**src/rtl/free_list_pkg.sv**
```systemverilog
// Shared sizing constants, reserved tag values and control states for the
// physical-register free list.
package free_list_pkg;

    localparam int PREG_W     = 8;
    localparam int NUM_PREG   = 256;
    localparam int NUM_ARCH   = 32;
    localparam int NUM_PAGES  = 8;
    localparam int INIT_COUNT = 222;
    localparam int PTR_W      = PREG_W + 1;
    localparam int PAGE_W     = $clog2(NUM_PAGES);

    localparam logic [PREG_W-1:0] TAG_IMM  = 8'd254;
    localparam logic [PREG_W-1:0] TAG_NONE = 8'd255;

    typedef enum logic {
        INIT = 1'b0,
        RUN  = 1'b1
    } fl_state_t;

endpackage

```
**src/rtl/free_list_ckpt.sv**
```systemverilog
// Checkpoint bank: one head snapshot plus a valid bit per page, with a single
// write port and a single combinational read port.
module free_list_ckpt
    import free_list_pkg::*;
(
    input  logic              clk,
    input  logic              reset,
    input  logic              we,
    input  logic [PAGE_W-1:0] wpage,
    input  logic [PTR_W-1:0]  wdata,
    input  logic [PAGE_W-1:0] rpage,
    output logic [PTR_W-1:0]  rdata,
    output logic              rvalid
);

    logic [PTR_W-1:0]     snap [NUM_PAGES];
    logic [NUM_PAGES-1:0] valid;

    always_ff @(posedge clk or posedge reset) begin
        if (reset) begin
            valid <= '0;
        end else if (we) begin
            valid[wpage] <= 1'b1;
        end
    end

    // Snapshot contents are qualified by the valid bits, so they need no reset.
    always_ff @(posedge clk) begin
        if (we) begin
            snap[wpage] <= wdata;
        end
    end

    assign rdata  = snap[rpage];
    assign rvalid = valid[rpage];

endmodule

```
**src/rtl/free_list.sv**
```systemverilog
// Physical-register free list: a circular tag buffer filled with the
// non-architectural tags after reset, with head checkpoints for rollback.
module free_list
    import free_list_pkg::*;
(
    input  logic              clk,
    input  logic              reset,
    input  logic              alloc_req,
    output logic              alloc_valid,
    output logic [PREG_W-1:0] alloc_tag,
    input  logic              release_valid,
    input  logic [PREG_W-1:0] release_tag,
    input  logic              save_state,
    input  logic [PAGE_W-1:0] save_page,
    input  logic              restore_state,
    input  logic [PAGE_W-1:0] restore_page,
    output logic              ready,
    output logic [PTR_W-1:0]  count,
    output logic              err
);

    localparam logic [PTR_W-1:0] FULL = PTR_W'(NUM_PREG);

    fl_state_t         state, state_next;
    logic [PREG_W-1:0] buffer [NUM_PREG];
    logic [PTR_W-1:0]  head, tail, head_next, tail_next, head_post;
    logic [PTR_W-1:0]  diff, occ;
    logic [PREG_W-1:0] init_idx;
    logic              in_run, init_last, full;
    logic              rel_drop, rel_fire;
    logic              restore_try, restore_fire, alloc_fire, save_fire, err_set;
    logic [PTR_W-1:0]  ck_rdata;
    logic              ck_rvalid;

    assign in_run    = (state == RUN);
    assign init_last = (init_idx == PREG_W'(INIT_COUNT - 1));

    // A stale checkpoint can leave head past what tail allows; occupancy saturates.
    assign diff        = tail - head;
    assign occ         = (diff > FULL) ? FULL : diff;
    assign full        = (occ == FULL);
    assign alloc_valid = in_run && (occ != '0);
    assign alloc_tag   = buffer[head[PREG_W-1:0]];

    assign rel_drop = (release_tag == '0) || (release_tag == TAG_IMM) ||
                      (release_tag == TAG_NONE);
    assign rel_fire = release_valid && in_run && !rel_drop && !full;

    assign restore_try  = restore_state && in_run;
    assign restore_fire = restore_try && ck_rvalid;
    assign alloc_fire   = alloc_req && alloc_valid && !restore_fire;
    assign save_fire    = save_state && in_run && !restore_state;

    assign head_post = head + PTR_W'(alloc_fire);
    assign head_next = restore_fire ? ck_rdata : head_post;
    assign tail_next = (!in_run && init_last) ? PTR_W'(INIT_COUNT)
                                              : tail + PTR_W'(rel_fire);

    assign err_set = (alloc_req && !alloc_valid && !restore_fire)
                  || (release_valid && (!in_run || (!rel_drop && full)))
                  || (restore_try && !ck_rvalid)
                  || (save_state && restore_state)
                  || (restore_fire && ((tail_next - ck_rdata) > FULL));

    free_list_ckpt u_ckpt (
        .clk    (clk),
        .reset  (reset),
        .we     (save_fire),
        .wpage  (save_page),
        .wdata  (head_post),
        .rpage  (restore_page),
        .rdata  (ck_rdata),
        .rvalid (ck_rvalid)
    );

    always_ff @(posedge clk or posedge reset) begin
        if (reset) begin
            state <= INIT;
        end else begin
            state <= state_next;
        end
    end

    always_comb begin
        state_next = state;
        if (state == INIT && init_last) begin
            state_next = RUN;
        end
    end

    always_comb begin
        ready = 1'b0;
        if (state == RUN) begin
            ready = 1'b1;
        end
    end

    // count lags the pointers by one cycle.
    always_ff @(posedge clk or posedge reset) begin
        if (reset) begin
            head     <= '0;
            tail     <= '0;
            init_idx <= '0;
            count    <= '0;
            err      <= 1'b0;
        end else begin
            head  <= head_next;
            tail  <= tail_next;
            count <= occ;
            if (!in_run) begin
                init_idx <= init_idx + 1'b1;
            end
            if (err_set) begin
                err <= 1'b1;
            end
        end
    end

    always_ff @(posedge clk) begin
        if (!in_run) begin
            buffer[init_idx] <= PREG_W'(NUM_ARCH) + init_idx;
        end else if (rel_fire) begin
            buffer[tail[PREG_W-1:0]] <= release_tag;
        end
    end

endmodule

```
**config.mk**
```make
export PLATFORM = sky130hd
export DESIGN_NAME = free_list
export DESIGN_NICKNAME = d
export VERILOG_FILES = /design/src/rtl/free_list_pkg.sv /design/src/rtl/free_list_ckpt.sv /design/src/rtl/free_list.sv
export SDC_FILE = /design/constraint.sdc
export NUM_CORES = 2
export LEC_CHECK = 0
export ABC_AREA = 1
export ABC_CLOCK_PERIOD_IN_PS = 20100
export BUFFER_PORTS_ARGS = -buffer_cell sky130_fd_sc_hd__buf_2
export CAP_MARGIN = 20
export CORE_MARGIN = 4
export CORE_UTILIZATION = 40
export CTS_BUF_LIST = sky130_fd_sc_hd__clkbuf_8
export DETAILED_ROUTE_END_ITERATION = 8
export GPL_TIMING_DRIVEN = 0
export HOLD_SLACK_MARGIN = 0.05
export PLACE_DENSITY = 0.62
export SLEW_MARGIN = 20
export SYNTH_ARGS = -nofsm -noshare
export SYNTH_HDL_FRONTEND = slang
export SYNTH_SLANG_ARGS = --single-unit
```
**constraint.sdc**
```tcl
create_clock -name clk -period 20.1 [get_ports clk]
set_input_delay 4.02 -clock clk [delete_from_list [all_inputs] [get_ports clk]]
set_output_delay 4.02 -clock clk [all_outputs]
set_load 0.01 [all_outputs]
```
==> impl_metrics.ini <==
[worst_setup_path]
cp_common_cell = nand3_1
startpoint_type = register
slowest_delay_ps = 950
critPathArrivalTime_ps = 6610
endpoint_kind = output port
path_cells = clkbuf_1, clkbuf_1, clkbuf_1, o21ai_0, o22ai_1, nand2_1, o211ai_1, nand3_1, nand3_1, nand3_1, nand2_1, nand2_1, nand3_1, buf_2
criticalPathCategory = register to output port
worstPathMaxFanout = 10
crit_required_ps = 16080
cp_slowest_cell = clkbuf_1

[timing]
fmax_mhz = 94.1
rsz0062_at_grt = no
fin_setup_tns_ps = 0
worstMarginPinSlew_ps = 1290
fin_skew_ps = 115
finalMaxSlewViolations = 0
finalSetupViolCount = 0
slew_headroom = 0.142
fin_crit_sh = 0.529
hold_violations = 0
finalCriticalPeriod_ps = 10630

[yosys]
ys_ff_latch = 2165
synth_cell_types = 46
syn_nets = 6862
yosysSeqAreaShare = 0.740
syn_area_um2 = 87600
postSynthCellCount = 6817
async_flop_share = 0.0208
synth-edff-count = 2120
synth_ff_type = edfxtp_1
synth.area.top_cells = edfxtp_1 73%, nand2_1 5.0%, nor2_1 3.7%
synth_top_area_cell = edfxtp_1
synth_top_area_frac = 0.727
syn_area_per_cell_um2 = 12.8
yosysWarnings = 0

[job]
cap_violations = 0

[grt]
gr-usage-all-layers = 0.286
gr-max-usage-layer = met2
grt_max_degree = 36
antenna_found_initial = 18
grt_pass1_vias = 59000
overflow = 0
grt.met3_usage = 0.0987
met1_usage = 0.366
grt_pass1_wl_mm = 450
globalRouteMet2Util = 0.423

[clock_tree]
htreeDepth = 5
postCtsSetupRepairBufs = 0
clock-sinks = 2165
cts_buffers = 363
insertion_delay_ps = 1120
cts_tree = yes
cts_resized = 0
cts_root_buffer = clkbuf_8
postCtsHoldBufs = 0
cts_buffer_depth = 4
clk_pin_slew_worst_paths_ps = 60

[final_layout]
drive_gt1_frac = 0.105
final_common_cell = edfxtp_1
nNetsFinal = 7366
area_delta_synth_final_pct = 14.8
fillers = 19400
final_util = 0.462
final_cell_mix = 2120 x edfxtp_1, 1173 x nand2_1, 822 x nor2_1, 622 x o21ai_0, 374 x clkbuf_8
instances_no_fill = 10400

[placement]
dp.cells = 9807
hpwl_mm = 232
routabilityCongestion = 1.02
io_buffers = 39

[routing]
ant_nets = 0
drt_wl_total_mm = 331
viasPerCell = 6.00
routedWlPerCell_um = 31.7
first_pass_iters = 7
drt_iter0_drc = 10100
drc = 0
vias = 62700

[die]
fp.dieW_um = 476
core-area_um2 = 217000
core.rowCount = 171
die_y_um = 476
start_util = 0.403
pin_count = 40
dieArea_um2 = 226000

[status]
outcome = complete, no violations

[power]
cellPowerDensity_nw_per_um2 = 87.2
irDropWorstVdd_mv = 0.0728
leakagePower_nw = 34.3

[worst_hold_path]
hold_class = register to register
==> through the flow <==
stage	hold slack [ps]	worst slack, ps	area [um2]	total power [mW]
2_1_floorplan	427	3130	87600	5.10
3_3_place_gp	446	-13560	91300	5.21
3_5_place_dp	449	10900	94000	5.22
4_1_cts	463	9730	100000	8.74
5_1_grt	487	9630	100000	8.97
6_report	464	9470	100000	8.76
==> per-layer routing <==
metal | vias up | wire, um
met3 | 922 | 45700
met2 | 4728 | 143000
met1 | 31000 | 120000
met5 | - | 112
li1 | 26000 | -
met4 | 8 | 21400
==> path summary, 6_finish.rpt <==
path	from	to	slack [ps]	cells after the start
setup / recovery	head[1]	alloc_tag[4]	9470	14
hold / removal	u_ckpt.valid[7]	u_ckpt.valid[7]	460	1
setup reg to reg	head[1]	buffer[104][3]	11410	17
hold reg to reg	u_ckpt.valid[7]	u_ckpt.valid[7]	460	1
max in group asynchronous	reset	head[0]	16540	3
min in group asynchronous	reset	u_ckpt.valid[6]	2960	2
==> power by group <==
part	internal [mW]	switching [mW]	total (mW)
sequential	4.88	0.00141	4.88
combinational	0.0553	0.198	0.254
clock	1.82	1.81	3.63
total	6.75	2.01	8.76
==> cell type report <==
| type | count | area (um2) | area share |
|---|---|---|---|
| buffer | 442 | 1870 | 0.0186 |
| timing repair buffer | 139 | 2720 | 0.0271 |
| clock buffer | 374 | 5150 | 0.0512 |
| antenna | 11 | 27.5 | 0.000274 |
| sequential | 2165 | 64800 | 0.645 |
| multi-input combinational | 4096 | 20700 | 0.206 |
| inverter | 114 | 428 | 0.00426 |
| tap | 2854 | 3570 | 0.0355 |
| clock inverter | 249 | 1250 | 0.0125 |
==> state kept, by name (all words and copies together), names as in the netlist <==
| name | flops |
|---|---|
| buffer | 2048 |
| count | 9 |
| err | 1 |
| head | 9 |
| in_run | 1 |
| init_idx | 8 |
| tail | 9 |
| u_ckpt.snap | 72 |
| u_ckpt.valid | 8 |
==> critical path, delay by kind of cell, from the launching register on <==
| family | cells | cell delay [ps] |
|---|---|---|
| AOI/OAI and AO/OA | 3 | 930 |
| buffers and inverters | 4 | 2920 |
| DFF | 1 | 540 |
| and+or+nand+nor | 7 | 1110 |
==> synth_stat cells (2+ instances only) <==
cell type  number
nand4_1        14
ha_1           23
nor2_2          8
mux2i_1       234
clkinv_1        5
nand3_1       244
xor2_1         16
o211ai_1      218
o21ai_0       630
nor3_1         28
xnor2_1         3
nor2_4          2
buf_2          96
buf_6           8
clkbuf_1      306
edfxtp_1     2120
dfrtp_1        45
o21ai_2         7
inv_2           4
fa_1            2
or2_2           6
o221ai_1        4
a31oi_1         3
o22ai_1       273
nand2_2        16
o2111ai_1       2
nor2_1        856
inv_1         105
buf_4           2
nand2_1      1173
nand4_2         2
a21oi_1       319
buf_1          30
==> kinds of logic after synthesis <==
group	after synthesis	synth area share
adder cells (fa/ha/maj)	25	0.00374
buffers and inverters	556	0.0260
multiplexers	235	0.0269
flip-flops	2165	0.740
AND/OR/NAND/NOR	2355	0.107
XOR/XNOR	19	0.00190
AO/OA/AOI/OAI	1462	0.0946
Note: power is estimated with default switching activity, not from simulation.
